--- src/rtl/mult_mem_engine.sv ---
// mult_mem_engine
// Multiplies accepted operand pairs through a short pipeline and logs each
// product to consecutive addresses of a two-port memory (port B, wrapping
// write pointer). A block-read request streams a window of stored products
// back out through port A.

module mult_mem_engine #(
    parameter int IN_W        = 16,
    parameter int OUT_W       = 16,
    parameter int ADDR_W      = 6,
    parameter int MULT_STAGES = 2,
    parameter int READ_LAT    = 1
) (
    input  logic              clk,
    input  logic              rst_n,
    input  logic              EN_mult,
    input  logic [IN_W-1:0]   mult_input0,
    input  logic [IN_W-1:0]   mult_input1,
    input  logic              mode_sat,
    output logic              RDY_mult,
    output logic              EN_writeMem,
    output logic [ADDR_W-1:0] writeMem_addr,
    output logic [OUT_W-1:0]  writeMem_val,
    input  logic              EN_blockRead,
    input  logic [ADDR_W-1:0] blockRead_start,
    input  logic [ADDR_W:0]   blockRead_len,
    output logic              EN_readMem,
    output logic [ADDR_W-1:0] readMem_addr,
    input  logic [OUT_W-1:0]  readMem_val,
    output logic              VALID_memVal,
    output logic [OUT_W-1:0]  memVal_data,
    output logic              LAST_memVal,
    output logic [ADDR_W-1:0] wr_ptr
);

    localparam int PROD_W = 2 * IN_W;
    localparam logic [ADDR_W:0] DEPTH_LEN = (ADDR_W+1)'(1 << ADDR_W);
    localparam logic [ADDR_W:0] ONE_LEN   = (ADDR_W+1)'(1);

    localparam logic [1:0] IDLE    = 2'd0;
    localparam logic [1:0] WAIT_WR = 2'd1;
    localparam logic [1:0] READ    = 2'd2;
    localparam logic [1:0] DRAIN   = 2'd3;

    logic [1:0]              state;
    logic                    readyArm;
    logic [ADDR_W-1:0]       startAddr;
    logic [ADDR_W:0]         lenReg;
    logic [ADDR_W:0]         remaining;
    logic                    issueLast;
    logic [READ_LAT-1:0]     validPipe;
    logic [READ_LAT-1:0]     lastPipe;

    logic [MULT_STAGES-1:0]  stageValid;
    logic [OUT_W-1:0]        stageData [MULT_STAGES];
    logic [ADDR_W-1:0]       stageAddr [MULT_STAGES];

    logic                    acceptPair;
    logic                    writesInFlight;
    logic [ADDR_W:0]         clampedLen;
    logic [PROD_W-1:0]       fullProduct;
    logic [OUT_W-1:0]        storedValue;

    assign RDY_mult       = readyArm && (state == IDLE);
    assign acceptPair     = EN_mult && RDY_mult;
    assign writesInFlight = |stageValid;
    assign clampedLen     = (blockRead_len > DEPTH_LEN) ? DEPTH_LEN : blockRead_len;
    assign fullProduct    = PROD_W'(mult_input0) * PROD_W'(mult_input1);

    // Fold the full product into the stored width before it enters the pipeline
    generate
        if (OUT_W >= PROD_W) begin : gZeroExtend
            assign storedValue = OUT_W'(fullProduct);
        end else begin : gNarrow
            logic overflow;
            assign overflow    = |fullProduct[PROD_W-1:OUT_W];
            assign storedValue = (mode_sat && overflow) ? '1 : fullProduct[OUT_W-1:0];
        end
    endgenerate

    // Write pointer advances once per accepted pair and wraps naturally
    always_ff @(posedge clk or negedge rst_n) begin
        if (!rst_n) begin
            wr_ptr <= '0;
        end else if (acceptPair) begin
            wr_ptr <= wr_ptr + 1'b1;
        end
    end

    // Product pipeline; the last stage drives the memory write port
    always_ff @(posedge clk or negedge rst_n) begin
        if (!rst_n) begin
            stageValid <= '0;
            for (int i = 0; i < MULT_STAGES; i++) begin
                stageData[i] <= '0;
                stageAddr[i] <= '0;
            end
        end else begin
            stageValid[0] <= acceptPair;
            if (acceptPair) begin
                stageData[0] <= storedValue;
                stageAddr[0] <= wr_ptr;
            end
            for (int i = 1; i < MULT_STAGES; i++) begin
                stageValid[i] <= stageValid[i-1];
                stageData[i]  <= stageData[i-1];
                stageAddr[i]  <= stageAddr[i-1];
            end
        end
    end

    assign EN_writeMem   = stageValid[MULT_STAGES-1];
    assign writeMem_addr = stageAddr[MULT_STAGES-1];
    assign writeMem_val  = stageData[MULT_STAGES-1];

    // Hold off readiness until the first edge after reset release
    always_ff @(posedge clk or negedge rst_n) begin
        if (!rst_n) begin
            readyArm <= 1'b0;
        end else begin
            readyArm <= 1'b1;
        end
    end

    // Block-read sequencer: latch the window, wait out pending writes, issue reads, drain
    always_ff @(posedge clk or negedge rst_n) begin
        if (!rst_n) begin
            state        <= IDLE;
            startAddr    <= '0;
            lenReg       <= '0;
            remaining    <= '0;
            issueLast    <= 1'b0;
            EN_readMem   <= 1'b0;
            readMem_addr <= '0;
        end else begin
            case (state)
                IDLE: begin
                    if (EN_blockRead && (blockRead_len != '0)) begin
                        startAddr <= blockRead_start;
                        lenReg    <= clampedLen;
                        if (acceptPair || writesInFlight) begin
                            state <= WAIT_WR;
                        end else begin
                            state        <= READ;
                            EN_readMem   <= 1'b1;
                            readMem_addr <= blockRead_start;
                            remaining    <= clampedLen - 1'b1;
                            issueLast    <= (clampedLen == ONE_LEN);
                        end
                    end
                end
                WAIT_WR: begin
                    if (!writesInFlight) begin
                        state        <= READ;
                        EN_readMem   <= 1'b1;
                        readMem_addr <= startAddr;
                        remaining    <= lenReg - 1'b1;
                        issueLast    <= (lenReg == ONE_LEN);
                    end
                end
                READ: begin
                    if (remaining != '0) begin
                        EN_readMem   <= 1'b1;
                        readMem_addr <= readMem_addr + 1'b1;
                        remaining    <= remaining - 1'b1;
                        issueLast    <= (remaining == ONE_LEN);
                    end else begin
                        EN_readMem <= 1'b0;
                        issueLast  <= 1'b0;
                        state      <= DRAIN;
                    end
                end
                DRAIN: begin
                    if (LAST_memVal) begin
                        state <= IDLE;
                    end
                end
                default: state <= IDLE;
            endcase
        end
    end

    // Track each issued read across the memory latency so VALID/LAST line up with the data
    always_ff @(posedge clk or negedge rst_n) begin
        if (!rst_n) begin
            validPipe <= '0;
            lastPipe  <= '0;
        end else begin
            validPipe[0] <= EN_readMem;
            lastPipe[0]  <= EN_readMem && issueLast;
            for (int i = 1; i < READ_LAT; i++) begin
                validPipe[i] <= validPipe[i-1];
                lastPipe[i]  <= lastPipe[i-1];
            end
        end
    end

    assign VALID_memVal = validPipe[READ_LAT-1];
    assign LAST_memVal  = lastPipe[READ_LAT-1];
    assign memVal_data  = VALID_memVal ? readMem_val : '0;

endmodule

--- config.mk ---
export PLATFORM = sky130hd
export DESIGN_NAME = mult_mem_engine
export DESIGN_NICKNAME = d
export VERILOG_FILES = /design/src/rtl/mult_mem_engine.sv
export SDC_FILE = /design/constraint.sdc
export NUM_CORES = 1
export LEC_CHECK = 0
export ABC_CLOCK_PERIOD_IN_PS = 2700
export CORE_ASPECT_RATIO = 1.4
export CORE_UTILIZATION = 55
export CTS_CLUSTER_SIZE = 16
export DETAILED_ROUTE_END_ITERATION = 10
export DONT_BUFFER_PORTS = 1
export PLACE_DENSITY_LB_ADDON = 0.3
export SLEW_MARGIN = 40
export SYNTH_ARGS = -nofsm -noshare
export SYNTH_HDL_FRONTEND = slang
export SYNTH_SLANG_ARGS = --single-unit
--- constraint.sdc ---
create_clock -name clk -period 2.7 [get_ports clk]
set_input_delay 0.675 -clock clk [delete_from_list [all_inputs] [get_ports clk]]
set_output_delay 0.675 -clock clk [all_outputs]
set_load 0.01 [all_outputs]
## Yosys cells after proc, flatten, opt, wreduce, memory -nomap -nowiden

Index checks and enable logic that the tools add are counted.

- Input port bits: 66
- Register bits: 85
- Word-level logic and storage cells: 80

- Eq/ne operators: 12
- Multiply operators: 1
- $lt $le $gt $ge: 1
- $add $sub $neg: 5
- Reductions and logical operators: 16
- Muxes and demuxes: 29

Operators by type and width:

| operator | count |
|---|---|
| $mux W7 | 5 |
| $mul A16 B16 Y32 | 1 |
| $mux W16 | 2 |
| $mux W6 | 4 |
| $eq A7 B1 Y1 const B | 3 |
| $pmux W7 S3 | 1 |
| $sub A7 B1 Y7 const B | 3 |
| $pmux W6 S3 | 1 |
| $reduce_or A16 Y1 | 1 |
| $reduce_bool A7 Y1 | 2 |
| $add A6 B1 Y6 const B | 2 |
| $mux W2 | 5 |
| $ne A2 B2 Y1 const B | 5 |
| $mux W1 | 8 |
| $pmux W2 S4 | 1 |
| $reduce_and A4 Y1 | 2 |
| $gt A7 B7 Y1 const B | 1 |
| $pmux W1 S3 | 2 |
| $logic_and A1 B1 Y1 | 5 |
| $reduce_and A5 Y1 | 1 |
| $eq A2 B2 Y1 const B | 2 |
| $reduce_bool A3 Y1 | 1 |
| $eq A2 B1 Y1 const B | 1 |
| $logic_not A2 Y1 | 1 |
| other kinds (4) | 4 |

## Longest topological paths before layout

Gate-level depths: netlist (run 1).

- Depth after elaboration: 7
- Gate-level depth with buffers: 25
- Mapped depth without buffers: 22

## Worst setup path after synthesis (run 1)

Ideal clock, no wire load.

- Path kind: in2reg
- Start point: input port mult_input1[1]
- End point: register stageData[26] (netlist bit)
- Library setup time: 138 ps
- Cell stages on the path: 22
- Data arrival time: 6,175 ps
- Required time: 2,562 ps
- Path slack: -3,613 ps
- Path through: clkbuf_1 > nand2_1 > fa_1 > fa_1 > inv_1 > fa_1 > inv_1 > fa_1 > fa_1 > fa_1 > inv_1 > ha_1 > a21oi_1 > o21ai_1 > a211oi_2 > nand3_1 > mux2_1 > nor2_1 > nand4_1 > o211ai_4 > buf_8 > o211ai_2

- Longest elaborated chain between the ends: 4

RTL lines:

| what | RTL line | text |
|---|---|---|
| from (decl) | 18 | `input logic [IN_W-1:0] mult_input1,` |
| $mul A16 B16 Y32 (*) | 68 | `assign fullProduct = PROD_W'(mult_input0) * PROD_W'(mult_input1);` |
| $reduce_or A16 Y1 | 76 | `assign overflow = \|fullProduct[PROD_W-1:OUT_W];` |
| $logic_and A1 B1 Y1 | 77 | `assign storedValue = (mode_sat && overflow) ? '1 : fullProduct[OUT_W-1:0];` |
| $mux W16 (*) | 77 |  |
| to (signal, indexed assignment) | 106 | `stageData[i] <= stageData[i-1];` |
| to (decl) | 55 | `logic [OUT_W-1:0] stageData [MULT_STAGES];` |

Every way passes the cells marked *; elsewhere a longest branch is shown, timed or not.
A chain may end at the register's enable or synchronous reset.

## Worst setup path after layout (run 1)

- Start point: input port mult_input0[5]
- End point: register stageData[21] (netlist bit)

- Longest elaborated chain between the ends: 4

RTL lines:

| what | RTL line | text |
|---|---|---|
| from (decl) | 17 | `input logic [IN_W-1:0] mult_input0,` |
| $mul A16 B16 Y32 (*) | 68 |  |
| $reduce_or A16 Y1 | 76 |  |
| $logic_and A1 B1 Y1 | 77 |  |
| $mux W16 (*) | 77 |  |

Marks and branches as above.

==> impl_metrics.py, run 1 <==
metrics = {
    "grt": {
        "grt_max_degree": 86,
        "grt_usage": 0.276,
        "grt_overflow": 0,
        "grt_pass1_wl_mm": 51.0,
        "grt_pass1_vias": 10800,
        "grt_antenna_before_repair": 0,
    },
    "sta": {
        "fin_ws_ns": -3.17,
        "setup_viol": 16,
        "fin_crit_sh": 2.18,
        "period_needed_ns": 5.87,
        "hold_viol": 0,
        "maxSlewHeadroom": 0.614,
        "rsz0062_at_grt": "yes",
        "setup_tns_ns": -50.42,
        "worst_slew_pin_slew_ns": 0.571,
        "clock_skew_ns": 0.00703,
        "slew_violations": 0,
        "clock.fmax_mhz": 170,
    },
    "placement": {
        "dp.cells": 1736,
        "gp_congestion": 0.862,
        "hpwlAfterDp_mm": 24.4,
        "io_buffers": 0,
        "dpl-instance-area_um2": 13700,
    },
    "critical_path": {
        "cp_top_family": "adder cells",
        "path_max_fanout": 16,
        "worstSetupPathDepth": 22,
        "crit_chain": "and2_1 > fa_1 > inv_1 > fa_1 > inv_1 > fa_1 > fa_1 > fa_1 > inv_1 > fa_1 > inv_1 > ha_4 > a21oi_4 > o21ai_1 > a311oi_2 > buf_4 > nor2_1 > nor4_2 > nand4_2 > o211ai_4 > buf_12 > o211ai_1",
        "path_common_cell": "fa_1",
        "critPathKind": "input pin to flop",
        "startpoint_type": "input pin",
        "critPathBufInv": 6,
        "slowest_delay_ns": 0.54,
        "worstPathArrival_ns": 6.08,
        "end_kind": "flop",
        "required_ns": 2.90,
        "rr_worst_depth": 9,
        "cp_slowest_cell": "fa_1",
    },
    "cts": {
        "root_buffer": "clkbuf_16",
        "cts_buffers": 9,
        "cts_hold_buf": 0,
        "htreeDepth": 3,
        "clk_pin_slew_worst_paths_ns": 0.06,
        "clk_path_buf_depth": 2,
        "worst_skew_pair.late_latency_ns": 0.34,
        "cts.sinks": 85,
        "cts_setup_buffers": 0,
        "cts_tree": "built",
    },
    "outcome": {
        "violations": "negative setup slack",
        "status": "finished, violations left",
    },
    "synth": {
        "ys_warn_count": 0,
        "synthFlopType": "dfrtp_1",
        "synthesis.nets": 1794,
        "postSynthCellCount": 1416,
        "ys_ff_latch": 85,
        "ys_seq_area_frac": 0.166,
        "ys_types": 67,
        "synth_area_leaders": "fa_1 30%, dfrtp_1 17%, ha_1 12%",
        "synthesis.area_um2": 12800,
        "syn_area_per_cell_um2": 9.06,
        "synth-edff-count": 0,
        "async_reset_ff_frac": 1.00,
        "synth_top_area_share": 0.303,
        "synth_area_leader_cell": "fa_1",
    },
    "run": {
        "maxCapViolations": 0,
    },
    "min_path": {
        "min_path_type": "input pin to async pin",
    },
    "layout": {
        "stdcell_area_um2": 14000,
        "synthToLayoutAreaGrowth_pct": 9.34,
        "instances_no_fill": 1752,
        "antennaDiodeCount": 0,
        "drive_gt1_frac": 0.125,
        "num-nets-final": 1824,
        "post-route-util": 0.618,
    },
    "route": {
        "drt-initial-drc-count": 395,
        "drc": 0,
        "routed_wl_mm": 30.9,
        "vias_per_cell": 5.59,
        "detail_route.first_pass.iterations": 4,
        "antenna_left": 0,
        "num_vias": 9802,
        "drt-wirelength-per-cell_um": 17.6,
    },
    "die": {
        "core_region_area_um2": 22700,
        "dieArea_um2": 24000,
        "rows": 65,
        "initial_core_util": 0.566,
        "top_level_ports": 121,
        "die_x_um": 131,
        "die_y_um": 183,
    },
}
[cell families after synthesis]
family          after synthesis  share of synthesized area
other cells                   1                   0.000292
buf+inv                     300                     0.0973
compound gates              165                     0.0867
mux                          12                     0.0104
fa+ha+maj                   312                      0.418
flops                        85                      0.166
xor+xnor                     39                     0.0266
simple gates                502                      0.195
[flip-flops by register name, summed over array words and instances, names as in the netlist, 2 cells and up]
signal and count:
writeMem_addr 6, readMem_addr 6, wr_ptr 6, lenReg 7
state 2, stageAddr 6, writeMem_val 16, stageValid 2
stageData 16, remaining 7, startAddr 6
[timing repair]
item / CTS / global route
endpoints found under the hold margin: 0 / 0
resized for setup: 3 / 1
pin swaps: 1 / 2
gates cloned: 0 / 0
endpoints found under the setup margin: 16 / 16
[cells in the final DEF, fill, tap and decap left out, drive strengths merged, types with 3 or more instances in the layout]
cell type and n:
nand2 228, inv 222, fa 194, and2 157, ha 118, buf 95
dfrtp 85, a21oi 48, o21ai 48, nor2 39, nand3 25, xnor2 23
o211ai 19, xor2 16, nand4 11, mux2 11, clkbuf 11, nand2b 10
o31ai 9, a211oi 8, nor2b 7, a221oi 7, nor3 6, o21a 5
o221ai 3, a21o 3, or2 3, clkinv 3, and3 3, nor4 3
and4b 3
[metrics by stage]
step | hold slack (ns) | setup slack [ns]
2_1_floorplan | 0.354 | -3.32
3_3_place_gp | 0.360 | -3.53
3_5_place_dp | 0.362 | -3.61
4_1_cts | 0.0182 | -3.20
5_1_grt | 0.0149 | -3.47
6_report | 0.0249 | -3.17
[cell type report]
type / count / area, um2
Sequential cell: 85 / 2130
Inverter: 224 / 841
Clock buffer: 11 / 243
Fill cell: 1901 / 8660
Timing Repair Buffer: 95 / 726
Tap cell: 301 / 377
Multi-Input combinational cell: 1031 / 9630
Clock inverter: 5 / 83.8
[layer usage]
metal  track usage  wire length (um)  vias up
met5             0                 0        -
met4         0.153              1670        0
met3        0.0274              1350      119
met2         0.512             16800      314
met1         0.302             11100     4894
li1              -                 -     4475
[Yosys cell counts (9+ instances only)]
| cell type | number |
|---|---|
| a21oi_1 | 44 |
| and2_1 | 156 |
| buf_4 | 25 |
| clkbuf_1 | 45 |
| dfrtp_1 | 85 |
| fa_1 | 194 |
| ha_1 | 118 |
| inv_1 | 222 |
| mux2_2 | 9 |
| nand2_1 | 227 |
| nand2b_1 | 10 |
| nand3_1 | 18 |
| nand4_1 | 10 |
| nor2_1 | 39 |
| o211ai_1 | 14 |
| o21ai_0 | 39 |
| o31ai_1 | 9 |
| xnor2_1 | 23 |
| xor2_1 | 16 |
[final timing paths]
path | endpoint | slack (ns) | startpoint
min in group clk | writeMem_val[13] | 0.37 | stageData[29]
setup / recovery | stageData[21] | -3.17 | mult_input0[5]
hold reg to reg | writeMem_val[13] | 0.37 | stageData[29]
max in group asynchronous | stageAddr[11] | 2.55 | rst_n
hold / removal | remaining[2] | 0.02 | rst_n
setup reg to reg | stageData[21] | 0.55 | state[0]
Power of run 1 is not shown: default switching activity piles up to over one toggle a cycle in this logic, so the estimate is an artifact.
==> inputs of run 2 (changes only) <==
--- a/config.mk
+++ b/config.mk
@@ -5,8 +5,9 @@
 export SDC_FILE = /design/constraint.sdc
 export NUM_CORES = 1
 export LEC_CHECK = 0
-export ABC_CLOCK_PERIOD_IN_PS = 2700
+export ABC_CLOCK_PERIOD_IN_PS = 5000
 export CORE_ASPECT_RATIO = 1.4
+export CORE_MARGIN = 1
 export CORE_UTILIZATION = 55
 export CTS_CLUSTER_SIZE = 16
 export DETAILED_ROUTE_END_ITERATION = 10
==> constraint.sdc (replaced) <==
create_clock -name clk -period 5 [get_ports clk]
set_input_delay 1.25 -clock clk [delete_from_list [all_inputs] [get_ports clk]]
set_output_delay 1.25 -clock clk [all_outputs]
set_load 0.01 [all_outputs]
==> impl_metrics.py, run 2 (synthesis results as in run 1) <==
metrics = {
    "grt": {
        "grt_pass1_vias": 10500,
        "grt_overflow": 0,
        "grt_max_degree": 86,
        "grt_usage": 0.272,
        "grt_pass1_wl_mm": 50.1,
        "grt_antenna_before_repair": 0,
    },
    "placement": {
        "io_buffers": 0,
        "hpwlAfterDp_mm": 24.1,
        "gp_congestion": 0.859,
        "pre_cts_ws_ns": -1.90,
        "dp.cells": 1728,
    },
    "layout": {
        "final_common_cell": "nand2_1",
        "synthToLayoutAreaGrowth_pct": 11.0,
        "antennaDiodeCount": 0,
        "instances_no_fill": 1749,
        "num-nets-final": 1821,
        "mostFrequentLayoutCells": "221 x nand2_1, 217 x inv_1, 188 x fa_1, 149 x and2_1, 108 x ha_1",
        "drive_gt1_frac": 0.148,
    },
    "cts": {
        "worst_skew_pair.late_latency_ns": 0.34,
        "clk_pin_slew_worst_paths_ns": 0.06,
        "cts_hold_buf": 0,
        "clk_path_buf_depth": 2,
        "root_buffer": "clkbuf_16",
        "cts_tree": "built",
        "cts.sinks": 85,
        "htreeDepth": 3,
        "cts_buffers": 9,
    },
    "outcome": {
        "status": "finished, violations left",
        "violations": "negative setup slack",
    },
    "route": {
        "drc": 0,
        "detail_route.first_pass.iterations": 5,
        "drt-initial-drc-count": 524,
        "antenna_left": 0,
        "vias_per_cell": 5.59,
        "num_vias": 9782,
        "drt-wirelength-per-cell_um": 17.7,
        "routed_wl_mm": 31.0,
    },
    "sta": {
        "slew_violations": 0,
        "setup_viol": 16,
        "worst_slew_pin_slew_ns": 0.668,
        "fin_crit_sh": 1.29,
        "maxSlewHeadroom": 0.555,
        "period_needed_ns": 6.46,
        "hold_viol": 0,
        "rsz0062_at_grt": "yes",
        "clock.fmax_mhz": 155,
        "clock_skew_ns": 0.00910,
        "fin_ws_ns": -1.46,
        "setup_tns_ns": -22.91,
    },
    "critical_path": {
        "end_kind": "flop",
        "required_ns": 5.21,
        "cp_slowest_cell": "fa_1",
        "critPathKind": "input pin to flop",
        "startpoint_type": "input pin",
        "crit_chain": "and2_4 > fa_1 > inv_1 > fa_1 > fa_2 > fa_1 > inv_1 > fa_1 > inv_1 > fa_1 > inv_2 > ha_4 > nand4_1 > o22ai_2 > nand2b_4 > o21ai_4 > mux2i_4 > a2111oi_4 > nand4_2 > o211ai_4 > clkbuf_16 > o211ai_2",
        "path_common_cell": "fa_1",
        "worstPathArrival_ns": 6.67,
        "r2r_end": "remaining[3]",
        "rr_worst_depth": 12,
        "slowest_delay_ns": 0.54,
        "r2r_start": "state[0]",
        "r2r_slack_ns": 2.22,
        "path_max_fanout": 16,
    },
    "min_path": {
        "min_path_type": "flop to flop",
        "hp-start": "stageData[31]",
        "holdPathStages": 0,
        "hold_end": "writeMem_val[15]",
    },
    "die": {
        "top_level_ports": 121,
        "die_y_um": 183,
        "dieArea_um2": 24000,
        "initial_core_util": 0.566,
        "die_x_um": 131,
        "core_region_area_um2": 22700,
        "rows": 65,
    },
    "run": {
        "maxCapViolations": 0,
    },
}
-- run 2: critical path: cells and delay by family --
kind            cells  cell delay, ns
compound gates      5            0.88
fa+ha+maj           7            3.24
buf+inv             5            0.43
mux                 1            0.20
simple gates        4            0.66
-- run 2: what timing repair did --
| item | 4_1_cts | 5_1_grt |
|---|---|---|
| gates cloned | 1 | 0 |
| pin swaps | 19 | 13 |
| resized for setup | 31 | 20 |
| setup endpoints to repair | 16 | 16 |
| setup buffers | 4 | 0 |
-- run 2: layout make-up --
class	instances	area (um2)
fill	1891	8450
clock buffer	9	225
clock inverter	7	121
sequential	85	2130
tap	301	377
multi-input combinational	1031	9830
timing repair buffer	92	721
inverter	224	841
-- run 2: metrics by stage --
stage	area, um2	hold WS [ns]	utilization
6_report	14200	0.374	0.628
5_1_grt	14200	0.379	0.628
4_1_cts	14200	0.377	0.624
3_5_place_dp	13600	0.361	0.601
3_3_place_gp	13600	0.358	0.601
2_1_floorplan	13100	0.354	-
-- run 2: metal layers --
metal,track usage,part of all wire,vias to the layer above
met1,0.311,0.36,4905
met3,0.0230,0.049,84
met4,0.111,0.039,0
li1,-,-,4466
met2,0.509,0.55,327
met5,0,0,-
-- run 2: worst max-delay path by stage --
stage / startpoint / endpoint / cells after the start
floorplan: mult_input1[4] / stageData[26] / 23
global route: mult_input0[5] / stageData[30] / 22
CTS: mult_input0[7] / stageData[22] / 22
finish: mult_input0[7] / stageData[30] / 22
global placement: mult_input0[5] / stageData[21] / 22
detailed placement: mult_input0[5] / stageData[24] / 22
Power of run 2 is left out for the same reason.
